$ cat src/rtl/ens_layer_pipe_skid.sv
// Two-entry skid buffer between neuron LUT layers. The input-side ready is
// registered so no combinational path runs from m_ready back to s_ready.
module ens_layer_pipe_skid #(
  parameter int WIDTH = 256,
  parameter int CNT_W = 16
) (
  input  logic             clk,
  input  logic             rst_n,
  input  logic [WIDTH-1:0] s_data,
  input  logic             s_valid,
  output logic             s_ready,
  output logic [WIDTH-1:0] m_data,
  output logic             m_valid,
  input  logic             m_ready,
  output logic [1:0]       occupancy,
  output logic [CNT_W-1:0] xfer_count
);

  // Encoding equals the number of held vectors, so occupancy exposes the state.
  typedef enum logic [1:0] {
    EMPTY = 2'd0,
    ONE   = 2'd1,
    TWO   = 2'd2
  } state_e;

  // Handshake: a transfer happens on a cycle where valid and ready are both 1
  // at the rising edge; valid never waits on ready, and s_ready is a flop.

  state_e           state_q, state_d;
  logic [WIDTH-1:0] main_q, main_d;
  logic [WIDTH-1:0] skid_q, skid_d;
  logic             s_ready_q, s_ready_d;
  logic [CNT_W-1:0] cnt_q, cnt_d;
  logic             in_xfer, out_xfer;

  assign m_valid    = (state_q != EMPTY);
  assign m_data     = main_q;
  assign s_ready    = s_ready_q;
  assign occupancy  = state_q;
  assign xfer_count = cnt_q;

  assign in_xfer  = s_valid & s_ready_q;
  assign out_xfer = m_valid & m_ready;

  always_comb begin
    state_d = state_q;
    main_d  = main_q;
    skid_d  = skid_q;
    cnt_d   = cnt_q;
    case (state_q)
      EMPTY: begin
        if (in_xfer) begin
          main_d  = s_data;
          state_d = ONE;
        end
      end
      ONE: begin
        if (in_xfer && out_xfer) begin
          main_d = s_data;
        end else if (in_xfer) begin
          skid_d  = s_data;
          state_d = TWO;
        end else if (out_xfer) begin
          state_d = EMPTY;
        end
      end
      TWO: begin
        if (out_xfer) begin
          main_d  = skid_q;
          state_d = ONE;
        end
      end
      default: state_d = EMPTY;
    endcase
    if (out_xfer && (cnt_q != {CNT_W{1'b1}})) begin
      cnt_d = cnt_q + {{(CNT_W-1){1'b0}}, 1'b1};
    end
    // Ready for next cycle is decided from where the state is going.
    s_ready_d = (state_d != TWO);
  end

  always_ff @(posedge clk or negedge rst_n) begin
    if (!rst_n) begin
      state_q   <= EMPTY;
      main_q    <= '0;
      skid_q    <= '0;
      s_ready_q <= 1'b0;
      cnt_q     <= '0;
    end else begin
      state_q   <= state_d;
      main_q    <= main_d;
      skid_q    <= skid_d;
      s_ready_q <= s_ready_d;
      cnt_q     <= cnt_d;
    end
  end

endmodule

$ cat config.mk
export PLATFORM = sky130hd
export DESIGN_NAME = ens_layer_pipe_skid
export DESIGN_NICKNAME = d
export VERILOG_FILES = /design/src/rtl/ens_layer_pipe_skid.sv
export SDC_FILE = /design/constraint.sdc
export NUM_CORES = 1
export LEC_CHECK = 0
export ABC_AREA = 1
export CAP_MARGIN = 20
export CORE_MARGIN = 3
export CORE_UTILIZATION = 42
export DETAILED_ROUTE_END_ITERATION = 7
export PLACE_DENSITY = 0.72
export SLEW_MARGIN = 40
export SYNTH_ARGS = -nofsm -noshare
export SYNTH_HDL_FRONTEND = slang
export SYNTH_SLANG_ARGS = --single-unit
export TNS_END_PERCENT = 50
$ cat constraint.sdc
create_clock -name clk -period 4.9 [get_ports clk]
set_input_delay 0.49 -clock clk [delete_from_list [all_inputs] [get_ports clk]]
set_output_delay 0.49 -clock clk [all_outputs]
set_load 0.005 [all_outputs]
* Word level (Yosys, flattened, before mapping)
Cells that the tools add are included.
** Storage, ports and cells
- Register bits after elaboration :: 531
- Latch bits :: 0
- Bits in writable memories :: 0
- Memory bits (read-only) :: 0
- Input bits :: 260
- Output and inout port bits :: 276
- Logic and storage cells :: 33
- Memories :: 0
** Operators by class
- $add $sub $neg :: 1
- $mul :: 0
- Divide/modulo/power cells :: 0
- $lt $le $gt $ge :: 0
- Equality and inequality tests :: 7
- Shift operators :: 0
- Multiplexer cells :: 10
- Bitwise operators :: 3
- Reduce and logical (&&, ||, !) cells :: 7
** Operator list (number)
- 2-to-1 mux 256 bit :: 3
- one-hot mux 256 bit (3 select lines) :: 1
- adder 16 x 1 -> 16 bit (second input constant) :: 1
- inequality test 16 bit (second input constant) :: 1
- 2-to-1 mux 2 bit :: 5
- inequality test 2 bit (second input constant) :: 4
- one-hot mux 2 bit (3 select lines) :: 1
- AND reduction 4 bit :: 1
- AND reduction 3 bit :: 1
- nonzero test 3 bit :: 1
- bitwise AND 1 bit :: 2
- equality test 2 x 1 -> 1 bit (second input constant) :: 1
- equality test 2 bit (second input constant) :: 1
- logical AND 1 bit :: 2
- zero test 2 bit :: 1
- nonzero test 2 bit :: 1
- inverter 1 bit :: 1

* Logic depth before layout (Yosys ltp)
- Word-level depth :: 7
- Depth in mapped cells :: 9
- Gate-level depth less buffers :: 8

* Least setup slack after synthesis
Ideal clock, no wire load.
- Path kind :: register to register
- From :: reg cnt_q[0] (netlist: xfer_count[0])
- To :: reg cnt_q[11] (netlist: xfer_count[11])
- Arrival :: 1507 ps
- Data required time :: 4783 ps
- Setup slack :: 3277 ps
- Cell stages (with the launch flop) :: 10
- Buffers on the path :: 1
- Period minus slack after synthesis :: 1623 ps
- Cell sequence :: dfrtp_1 ha_1 nand3_1 inv_1 nand2_1 o21ai_2 inv_1 buf_2 nand2_1 nand2_1
** On the way
- Word-level cells in the longest chain between the ends :: 2
- Elaborated cells on any way between the ends :: 3
- Those cells by class :: 1 x add/sub; 1 x eq/ne; 1 x reduce/logical
** Ends and longest elaborated chain
- start, declared :: line 33 : logic [CNT_W-1:0] cnt_q, cnt_d;
- start signal, assigned :: line 94 : cnt_q <= cnt_d;
- parallel branches: the longest is 2 deep, another holds adder 16 x 1 -> 16 bit
Parallel ways; which one is timed is not known.
A chain may end at the register's enable or synchronous reset.

* Final worst setup path
- From :: reg state_q[1] (netlist: occupancy[1])
- To :: reg main_q[72] (netlist: m_data[72])
** On the way
- Word-level cells in the longest chain between the ends :: 5
- Elaborated cells on any way between the ends :: 12
- Those cells by class :: 5 x eq/ne; 1 x mux; 1 x bitwise; 5 x reduce/logical
** Ends and longest elaborated chain
- start, declared :: line 29 : state_e state_q, state_d;
- start signal, assigned :: line 90 : state_q <= state_d;
- nonzero test 2 bit :: line 36 : assign m_valid = (state_q != EMPTY);
- bitwise AND 1 bit :: line 43 : assign out_xfer = m_valid & m_ready;
- logical AND 1 bit :: line 58 : if (in_xfer && out_xfer) begin
- inequality test 2 bit (no source line)
- AND reduction 4 bit (no source line)
- end signal, assigned :: line 91 : main_q <= main_d;
- end, declared :: line 30 : logic [WIDTH-1:0] main_q, main_d;
Several ways; a longest one is shown, not always the timed one.

==> metrics <==
yosys warns 0; GP Congestion 0.8253; syn_nets slightly below 3000; grt ovf 0; arrival time at the worst endpoint around 3.0 ns; Hold-fix buffers, CTS 1; Final Hold Viols 0; Post-synth EDFFs 0; Peak VDD IR around 0.33 mV; via count approximately 19000; Slew Limit Fails 0; PD cells approximately 610 mW/mm^2; DRC 0; final cycle utilization of the critical path 0.5143; IO Pins between 500 and 600; DIE HEIGHT between 200 and 250 um; mapped cell area 0.02242 sq mm; drt wl/cell approximately 16 um; critical path required time between 5 and 6 ns; Avg Inst Size Synth around 8.5 sq um; clk_skew between 0.02 and 0.025 ns; synth top area cells dfrtp_1 59%, o21ai_0 10%, nand2_1 8.7%, a21oi_1 7.1%, nor2_1 5.7%; Cell Int Power around 0.012 W; Yosys top cell by area dfrtp_1; switch share 0.3307; crit start category register; Logic pwr share 0.350; layout cells sized above 1 0.03840; Setup Fix Bufs, Post-CTS 0; All-Layer GR Usage 0.2162; unrepaired setup endpoints after global routing no; outcome finished, final reports clean; fraction of registers with async set/reset 1.000; post-route minimum period about 2.5 ns; final setup vio count 0; initial antenna violation count 8; Initial Utilization 0.4257; Routed Wire Length between 60 and 70 mm; Slew @ Worst Pin around 0.83 ns; Tot Pwr approximately 0.018 W; PostCTS Resize Cnt 0; worst r2r path cells 7; Leak Pwr between 10 and 15 nW; Synth top cells by count 531 x dfrtp_1, 518 x nand2_1, 452 x o21ai_0; flops & latches, synth 531; Cells after Synth about 2600; CP endpoint kind register; kind of critical path reg2reg; CTS max path bufs 3; global-route wire length before repair 98.88 mm; worst hold-check path type in2async; Clock Tree Root clkbuf_16; vias in the first global route 18610; upper clock frequency limit about 400 MHz; Detail Placement HPWL roughly 42 mm; Num CTS Buffers 56; number of iterations in the first detailed-routing pass 6; top cell type's share of synthesized area 0.5928; unique cell type count in the Yosys netlist 23; PortBufs 535; H-tree Lvls 2; DR iter-0 viols 1517; post-route ant nets 0; fillers 4565; Die X ~240 um; die area roughly 0.056 sq mm; Sink Count 531; switching pwr a little over 0.006 W; Clock Power Share 0.234; largest net degree at the start of global routing 213; TritonCTS clock tree done; most common cell in the netlist dfrtp_1; sequential area share after synthesis 0.5928; number of nets in the layout approximately 3300; clock latency on the worst-skew pair 0.60 ns; setup_tns 0 ns; sequential share of power 0.415; Placeable Area around 0.053 sq mm; vias per cell around 5.0; Layout area overhead 34.37%; Clock transition at path regs 0.06 ns; Max Cap Violations 0; Hold WS 0.4465 ns; top_reg_cell synth dfrtp_1; FP Rows 84; relative slew slack 0.4444; CP max FO between 150 and 200
[power by group through the flow]
| stage | registers, W | logic [W] | clock network, W |
|---|---|---|---|
| after floorplan | 0.00746 | 0.00302 | 0 |
| after global placement | 0.00756 | 0.00619 | 0 |
| final | 0.00761 | 0.00642 | 0.00430 |
| after CTS | 0.00760 | 0.00649 | 0.00440 |
| after global routing | 0.00783 | 0.00717 | 0.00457 |
| after detailed placement | 0.00764 | 0.00645 | 0 |
[routing by layer]
layer  part of all wire  track usage
met2               0.48       0.3488
met3              0.079      0.05952
met5            0.00056            0
met4              0.046      0.09896
met1               0.39       0.2717
[layout by cell type (no fill, tap or decap), types with 7 or more instances in the layout]
cell type and count:
o21ai_0 452, clkbuf_1 12, nand2_1 518, buf_12 11
a21oi_1 320, nor2_1 339, xnor2_1 7, clkbuf_16 57
clkinv_2 7, clkbuf_8 16, inv_1 273, clkdlybuf4s50_1 534
dfrtp_1 531, buf_4 15
[cells by family after synthesis]
family / synth area share
AND/OR/NAND/NOR: 0.1474
buffers and inverters: 0.08210
XOR/XNOR: 0.003126
AO/OA/AOI/OAI: 0.1740
flip-flops: 0.5928
adder cells (fa/ha/maj): 0.0005581
[flip-flops by register name, indices dropped and copies added, names as in the netlist]
register	count
skid_q	256
xfer_count	16
m_data	256
occupancy	2
s_ready	1
[final timing paths]
kind                                    from     endpoint  slack, ns
worst max-delay path            occupancy[1]   m_data[72]       2.38
worst min-delay path                   rst_n  skid_q[101]       0.45
worst max register to register  occupancy[1]   m_data[72]       2.38
worst min register to register   skid_q[169]  skid_q[169]       0.48
max in group asynchronous              rst_n  m_data[234]       3.25
min in group clk                 s_data[167]  skid_q[167]       0.47
[through the flow]
step | utilization | instance area (sq um) | cells | setup WS, ns
finish | 0.5720 | 30120 | 3819 | 2.380
global placement | 0.5351 | 28180 | 3712 | 2.178
detailed placement | 0.5356 | 28200 | 3713 | 2.159
CTS | 0.5712 | 30080 | 3812 | 2.534
global route | 0.5720 | 30120 | 3818 | 2.225
floorplan | - | 22420 | 2634 | 3.277
[critical path, stage by stage (launching register included)]
cell	delay (ns)
dfrtp_1	0.41
inv_2	0.13
or2_4	0.52
buf_12	0.30
buf_16	0.37
nand2_1	0.15
o21ai_0	0.13
a21oi_1	0.10
[area by class of cell]
class	count	area [sq um]	share of cell area
Inverter	274	1028	0.03414
Sequential cell	531	13290	0.4411
Tap cell	688	860.8	0.02858
Timing Repair Buffer	564	5758	0.1912
Multi-Input combinational cell	1658	7307	0.2426
Clock buffer	85	1692	0.05616
Clock inverter	13	172.7	0.005732
Antenna cell	6	15.01	0.0004985
Note: power is estimated with default switching activity, not from simulation.
